[config.mk]
export PLATFORM = sky130hd
export DESIGN_NAME = mat_result_serializer_flat
export DESIGN_NICKNAME = d
export VERILOG_FILES = /design/src/rtl/mat_result_serializer_pkg.sv /design/src/rtl/mat_result_serializer_if.sv /design/src/rtl/mat_result_serializer.sv /design/src/flat_wrapper.sv
export SDC_FILE = /design/constraint.sdc
export NUM_CORES = 1
export LEC_CHECK = 0
export ABC_AREA = 1
export ABC_CLOCK_PERIOD_IN_PS = 4100
export CAP_MARGIN = 20
export CORE_ASPECT_RATIO = 1.25
export CORE_MARGIN = 2
export CORE_UTILIZATION = 50
export DETAILED_ROUTE_END_ITERATION = 7
export PLACE_DENSITY = 0.85
export SLEW_MARGIN = 10
export SYNTH_ARGS = -nofsm -noshare
export SYNTH_HDL_FRONTEND = slang
export SYNTH_SLANG_ARGS = --single-unit
[constraint.sdc]
create_clock -name clk -period 4.1 [get_ports clk]
set_clock_uncertainty 0.15 [all_clocks]
set_input_delay 0.82 -clock clk [delete_from_list [all_inputs] [get_ports clk]]
set_output_delay 0.82 -clock clk [all_outputs]
set_load 0.1 [all_outputs]
[src/rtl/mat_result_serializer_pkg.sv]
// Shared types and helpers for the matrix result serializer.
// Provides the serializer state encoding and an index-width helper.
package mat_ser_pkg;

    // Serializer is either waiting for a matrix or streaming one out.
    typedef enum logic [0:0] {
        IDLE,
        SEND
    } ser_state_e;

    // Width needed to index x items, never less than one bit.
    function automatic int unsigned idx_w(input int unsigned x);
        if (x <= 1) begin
            return 1;
        end
        return $clog2(x);
    endfunction

endpackage

[src/rtl/mat_result_serializer_if.sv]
// Bundle of the upstream matrix handshake and the downstream element stream.
// slave: serializer view. master: environment view (drives matrices, sinks elements).
interface mat_result_serializer_if
    import mat_ser_pkg::*;
#(
    parameter int unsigned W_OUT = 32,
    parameter int unsigned N     = 2
);
    localparam int unsigned IW = idx_w(N);

    // Upstream: one packed [row][col] matrix per accepted valid_in.
    logic                                     valid_in;
    logic signed [N-1:0][N-1:0][W_OUT-1:0]    result;
    logic                                     s_ready;

    // Downstream: one element per valid/ready transfer.
    logic                                     m_valid;
    logic                                     m_ready;
    logic signed [W_OUT-1:0]                  m_data;
    logic        [IW-1:0]                     m_row;
    logic        [IW-1:0]                     m_col;
    logic                                     m_last;

    modport slave (
        input  valid_in,
        input  result,
        output s_ready,
        output m_valid,
        input  m_ready,
        output m_data,
        output m_row,
        output m_col,
        output m_last
    );

    modport master (
        output valid_in,
        output result,
        input  s_ready,
        input  m_valid,
        output m_ready,
        input  m_data,
        input  m_row,
        input  m_col,
        input  m_last
    );

endinterface

[src/rtl/mat_result_serializer.sv]
// Matrix result serializer: captures one N*N result matrix and streams its
// elements row-major over a valid/ready channel, giving the compute unit
// back-pressure through s_ready. The last element may overlap the capture of
// the next matrix, so sustained throughput is one element per cycle.
// Optional: define MAT_SER_OVF_EN to add a sticky ovf flag for dropped matrices.
module mat_result_serializer
    import mat_ser_pkg::*;
#(
    parameter int unsigned W_OUT = 32,
    parameter int unsigned N     = 2
) (
    input  logic                    clk,
    input  logic                    rstn,
    input  logic                    cen,
`ifdef MAT_SER_OVF_EN
    output logic                    ovf,
`endif
    mat_result_serializer_if.slave  bus
);

    localparam int unsigned IW = idx_w(N);
    localparam int unsigned CW = idx_w(N * N);

    localparam logic [IW-1:0] LAST_IDX = IW'(N - 1);
    localparam logic [CW-1:0] LAST_K   = CW'(N * N - 1);
    localparam logic          ONE_ELEM = (N == 1);

    ser_state_e                       state_q;
    logic [CW-1:0]                    cnt_q;
    logic [N-1:0][N-1:0][W_OUT-1:0]   buf_q;
    logic                             m_valid_q;
    logic [W_OUT-1:0]                 m_data_q;
    logic [IW-1:0]                    m_row_q;
    logic [IW-1:0]                    m_col_q;
    logic                             m_last_q;

    logic                             s_ready;
    logic                             capture;
    logic                             xfer;
    logic [CW-1:0]                    cnt_nxt;
    logic [IW-1:0]                    row_nxt;
    logic [IW-1:0]                    col_nxt;

    // Handshake decode and next row-major position.
    always_comb begin
        s_ready = cen && ((state_q == IDLE) || (m_valid_q && bus.m_ready && m_last_q));
        capture = bus.valid_in && s_ready;
        xfer    = cen && m_valid_q && bus.m_ready;
        cnt_nxt = cnt_q + 1'b1;
        row_nxt = m_row_q;
        col_nxt = m_col_q + 1'b1;
        if (m_col_q == LAST_IDX) begin
            row_nxt = m_row_q + 1'b1;
            col_nxt = '0;
        end
    end

    // FSM, element counter, holding buffer and registered stream outputs.
    always_ff @(posedge clk or negedge rstn) begin
        if (!rstn) begin
            state_q   <= IDLE;
            cnt_q     <= '0;
            buf_q     <= '0;
            m_valid_q <= 1'b0;
            m_data_q  <= '0;
            m_row_q   <= '0;
            m_col_q   <= '0;
            m_last_q  <= 1'b0;
        end else if (cen) begin
            if (capture) begin
                // Covers both the idle start and the no-bubble overlap with the last element.
                state_q   <= SEND;
                cnt_q     <= '0;
                buf_q     <= bus.result;
                m_valid_q <= 1'b1;
                m_data_q  <= bus.result[0][0];
                m_row_q   <= '0;
                m_col_q   <= '0;
                m_last_q  <= ONE_ELEM;
            end else if (xfer) begin
                if (m_last_q) begin
                    state_q   <= IDLE;
                    cnt_q     <= '0;
                    m_valid_q <= 1'b0;
                    m_last_q  <= 1'b0;
                end else begin
                    cnt_q    <= cnt_nxt;
                    m_data_q <= buf_q[row_nxt][col_nxt];
                    m_row_q  <= row_nxt;
                    m_col_q  <= col_nxt;
                    m_last_q <= (cnt_nxt == LAST_K);
                end
            end
        end
    end

`ifdef MAT_SER_OVF_EN
    logic ovf_q;

    // Sticky record of any matrix offered while the serializer could not take it.
    always_ff @(posedge clk or negedge rstn) begin
        if (!rstn) begin
            ovf_q <= 1'b0;
        end else if (cen && bus.valid_in && !s_ready) begin
            ovf_q <= 1'b1;
        end
    end

    assign ovf = ovf_q;
`endif

    assign bus.s_ready = s_ready;
    assign bus.m_valid = m_valid_q;
    assign bus.m_data  = m_data_q;
    assign bus.m_row   = m_row_q;
    assign bus.m_col   = m_col_q;
    assign bus.m_last  = m_last_q;

    // A presented element must not change or vanish until it is taken.
    a_stall_stable : assert property (
        @(posedge clk) disable iff (!rstn)
        (m_valid_q && !(cen && bus.m_ready)) |=>
            (m_valid_q && $stable(m_data_q) && $stable(m_row_q) &&
             $stable(m_col_q) && $stable(m_last_q))
    );

    // The counter only ever holds a legal element index.
    a_cnt_range : assert property (
        @(posedge clk) disable iff (!rstn)
        cnt_q <= LAST_K
    );

endmodule

[src/flat_wrapper.sv]
// flat-port wrapper written by rule: the top's interface ports become plain ports
module mat_result_serializer_flat import mat_ser_pkg::*;
#(
    parameter int unsigned W_OUT = 32,
    parameter int unsigned N     = 2
)
  (clk, rstn, cen, bus_valid_in, bus_result, bus_s_ready, bus_m_valid, bus_m_ready, bus_m_data, bus_m_row, bus_m_col, bus_m_last);
  mat_result_serializer_if #(.W_OUT(W_OUT), .N(N)) bus_i ();
  input  logic clk;
  input  logic rstn;
  input  logic cen;
  input wire logic [$bits(bus_i.valid_in)-1:0] bus_valid_in;
  input wire logic [$bits(bus_i.result)-1:0] bus_result;
  output wire logic [$bits(bus_i.s_ready)-1:0] bus_s_ready;
  output wire logic [$bits(bus_i.m_valid)-1:0] bus_m_valid;
  input wire logic [$bits(bus_i.m_ready)-1:0] bus_m_ready;
  output wire logic [$bits(bus_i.m_data)-1:0] bus_m_data;
  output wire logic [$bits(bus_i.m_row)-1:0] bus_m_row;
  output wire logic [$bits(bus_i.m_col)-1:0] bus_m_col;
  output wire logic [$bits(bus_i.m_last)-1:0] bus_m_last;
  assign bus_i.valid_in = bus_valid_in;
  assign bus_i.result = bus_result;
  assign bus_s_ready = bus_i.s_ready;
  assign bus_m_valid = bus_i.m_valid;
  assign bus_i.m_ready = bus_m_ready;
  assign bus_m_data = bus_i.m_data;
  assign bus_m_row = bus_i.m_row;
  assign bus_m_col = bus_i.m_col;
  assign bus_m_last = bus_i.m_last;
  mat_result_serializer #(.W_OUT(W_OUT), .N(N)) u_core (.clk(clk), .rstn(rstn), .cen(cen), .bus(bus_i));
endmodule
==> summary.md <==
| Metric | Value |
|---|---|
| Mapped Avg Cell Area | 7.86 sq um |
| Critical Path Sink Type | output port |
| Sw frac | 46.5% |
| WL/cell | 15.3 um |
| Die Wd | 113 um |
| Flip-flop and latch count after synthesis | 166 |
| Relative slew slack | 29.9% |
| Int Pwr | 4.52 mW |
| Hold buffers post-CTS | 0 |
| Worst Hold Class | input pin to asynchronous set/reset pin |
| Mapped Cells | 951 |
| CP max stage cell | clkdlybuf4s50_1 |
| Syn nets | 1085 |
| Worst Setup SP | u_core.bus.m_valid |
| I/O pins | 170 |
| # fillers | 1212 |
| TritonCTS clock tree | built |
| Sequential fraction of design power | 33.0% |
| Clock power share | 19.1% |
| Vias in the first global route | 6725 |
| Setup TNS | 0 ns |
| Area leader, netlist | dfrtp_1 |
| Yosys top cell area share | 55.6% |
| WP buf/inv | 1 |
| Post-layout net count | 1230 |
| Tot GR Track Use | 25.6% |
| Complex-gate fraction of the synthesized area | 9.50% |
| Antenna diodes | 0 |
| Core box area | 14800 sq um |
| Final period util | 72.6% |
| GR Overflow Total | 0 |
| Largest family of logic cells by synthesized area | simple AND/OR/NAND/NOR gates |
| Rows | 50 |
| Logic gate share of total power | 47.9% |
| Final Hold Viols | 0 |
| DP Wirelength | 12700 um |
| I/O Buffers | 169 |
| Vias | 6623 |
| Critical path depth in cells | 1 |
| Initial antenna violation count | 0 |
| DRC | 0 |
| R2r endpoint | u_core.bus.m_data[14] |
| GP Congestion | 0.840 |
| XOR/XNOR Fraction of Synth Area | 0% |
| Clk pin slew, worst setup/hold paths | 0.07 ns |
| Layout cells sized above 1 | 4.87% |
| Critical Path RT | 3.13 ns |
| Area contributors post-synth | dfrtp_1 56%, nand2_1 22%, o21ai_0 7.0% |
| Status | finished, final reports clean |
| Largest net degree at the start of global routing | 120 |
| Gates resized, CTS repair | 0 |
| Count of TritonRoute iterations in the first routing pass | 5 |
| Clock tree buffer depth | 2 |
| Critical path type | flop to output port |
| CTS Buf Count | 17 |
| Die H | 141 um |
| Post-synthesis mux area share | 0% |
| Synth warnings | 0 |
| Slew Viols, Final | 0 |
| # setup viols final | 0 |
| Vias per inst | 5.13 |
| Crit path max-delay family | buffers and inverters |
| Antenna Nets Post-Route | 0 |
| Slew @ Worst Pin | 1.05 ns |
| CP peak stage delay | 1.16 ns |
| Post-Synth Simple-Gate Area | 26.7% |
| Crit path DAT | 2.01 ns |
| Pwr dens | 855 nW/um^2 |
| Synth Cell Area | 7480 sq um |
| Crit start category | flop |
| Clk sink count | 166 |
| Drt total wl | 19700 um |
| Unrepaired setup endpoints after global routing | false |
| Highest net fanout along the worst path | 6 |
| Cell breakdown of the critical path | clkdlybuf4s50_1 |
| Area grow syn2layout | 31.9% |
| Global-route wire length before repair | 32400 um |
| Synth cell types | 22 |
| Max VDD drop | 0.000425 V |
| Leakage power | 4.87 nW |
| Setup crit end | bus_m_valid |
| Root Buffer | clkbuf_16 |
| Sequential area share after synthesis | 55.6% |
| Switching power | 3.92 mW |
| Number of max-cap violations | 0 |
| Htree depth | 4 |
| Starting density of the core | 50.4% |
| Final min period | 2.98 ns |
| Synth Area in Adders | 0.167% |
| R2R depth | 9 |
| R2r setup slk | 2.05 ns |
| Reg2reg start | u_core.bus.m_last |
| FMAX | 336 MHz |
| Final total power | 8.44 mW |
| Clk_lat worst skew | 0.43 ns |
| Postcts setup bufs | 0 |
| Die area | 16000 sq um |
| Initial drt markers | 426 |
[placed cells by master, fill, tap and decap left out, types with 2 or more instances in the layout]
master           count
buf_12               2
inv_1               80
clkdlybuf4s50_1    165
inv_6                6
o21ai_1             10
nor3_1               3
clkbuf_8             2
clkinvlp_4           3
buf_16               2
nand2_1            436
dfrtp_1            165
buf_4               11
inv_2                2
clkbuf_16           17
nand3_1             50
nor2_1              20
o211ai_1            17
bufinv_16            2
clkinv_2             2
o21ai_0            104
[layout make-up]
cell class / instances / area (sq um) / share of cell area, %
clock buffer: 19 / 453 / 4.59
timing repair buffer: 181 / 1840 / 18.7
clock inverter: 13 / 145 / 1.47
sequential: 166 / 4160 / 42.1
tap: 182 / 228 / 2.31
inverter: 84 / 320 / 3.25
multi-input combinational: 646 / 2720 / 27.6
[logic make-up (layout without fill, tap and decap cells)]
| family | Yosys count | count (layout) |
|---|---|---|
| AND/OR/NAND/NOR | 512 | 512 |
| adder cells (fa/ha/maj) | 1 | 1 |
| flip-flops | 166 | 166 |
| AO/OA/AOI/OAI | 133 | 133 |
| buffers and inverters | 139 | 297 |
[registers in the layout (all words and copies together) (netlist names)]
register and flops:
u_core.cnt_q 2, u_core.bus.m_col 1, u_core.bus.m_last 1, u_core.bus.m_valid 1, u_core.bus.m_data 32, u_core.bus.m_row 1
u_core.buf_q 128
[per-layer routing]
| layer | GRT usage [%] | part of all wire, % | routed length, um | vias to the layer above |
|---|---|---|---|---|
| met1 | 32.3 | 41 | 8150 | 3111 |
| li1 | - | - | - | 3245 |
| met2 | 43.7 | 50 | 9880 | 233 |
| met3 | 4.99 | 5.8 | 1150 | 34 |
| met4 | 9.44 | 2.7 | 537 | 0 |
| met5 | 0 | 0 | 0 | - |
[synthesized netlist by cell type]
master / number
nand2_1: 436
a21oi_1: 1
nor3_1: 3
clkbuf_1: 22
buf_1: 2
nand4_1: 1
a21boi_0: 1
clkinv_1: 1
nand2_2: 1
nor2_1: 20
ha_1: 1
nand3_2: 1
buf_2: 18
o211ai_1: 17
o21ai_0: 104
buf_6: 2
inv_1: 81
o21ai_1: 10
inv_2: 2
dfrtp_1: 166
buf_4: 11
nand3_1: 50
[power by group through the flow]
stage	clock network (mW)	registers, mW	logic [mW]
2_1_floorplan	0	3.85	1.86
3_3_place_gp	0	2.78	3.92
3_5_place_dp	0	2.79	4.02
4_1_cts	1.63	2.78	4.04
5_1_grt	1.70	2.86	4.44
6_report	1.61	2.78	4.04
[through the flow]
stage | instances | instance area (sq um) | utilization, % | setup slack, ns | hold WS, ns
3_3_place_gp | 1257 | 9210 | 62.1 | 1.12 | 0.307
6_report | 1291 | 9860 | 66.5 | 1.12 | 0.0903
4_1_cts | 1289 | 9810 | 66.2 | 1.12 | 0.327
3_5_place_dp | 1257 | 9210 | 62.1 | 1.04 | 0.310
5_1_grt | 1291 | 9860 | 66.5 | 1.09 | 0.0943
2_1_floorplan | 951 | 7480 | - | 0.611 | 0.294
[worst min path at each step]
stage	slack [ns]	to
2_1_floorplan	0.29	u_core.buf_q[32]
3_3_place_gp	0.31	u_core.buf_q[60]
3_5_place_dp	0.31	u_core.buf_q[61]
4_1_cts	0.33	u_core.buf_q[61]
5_1_grt	0.09	u_core.buf_q[46]
6_report	0.09	u_core.buf_q[46]
No activity file was read; power rests on OpenSTA's default activity.
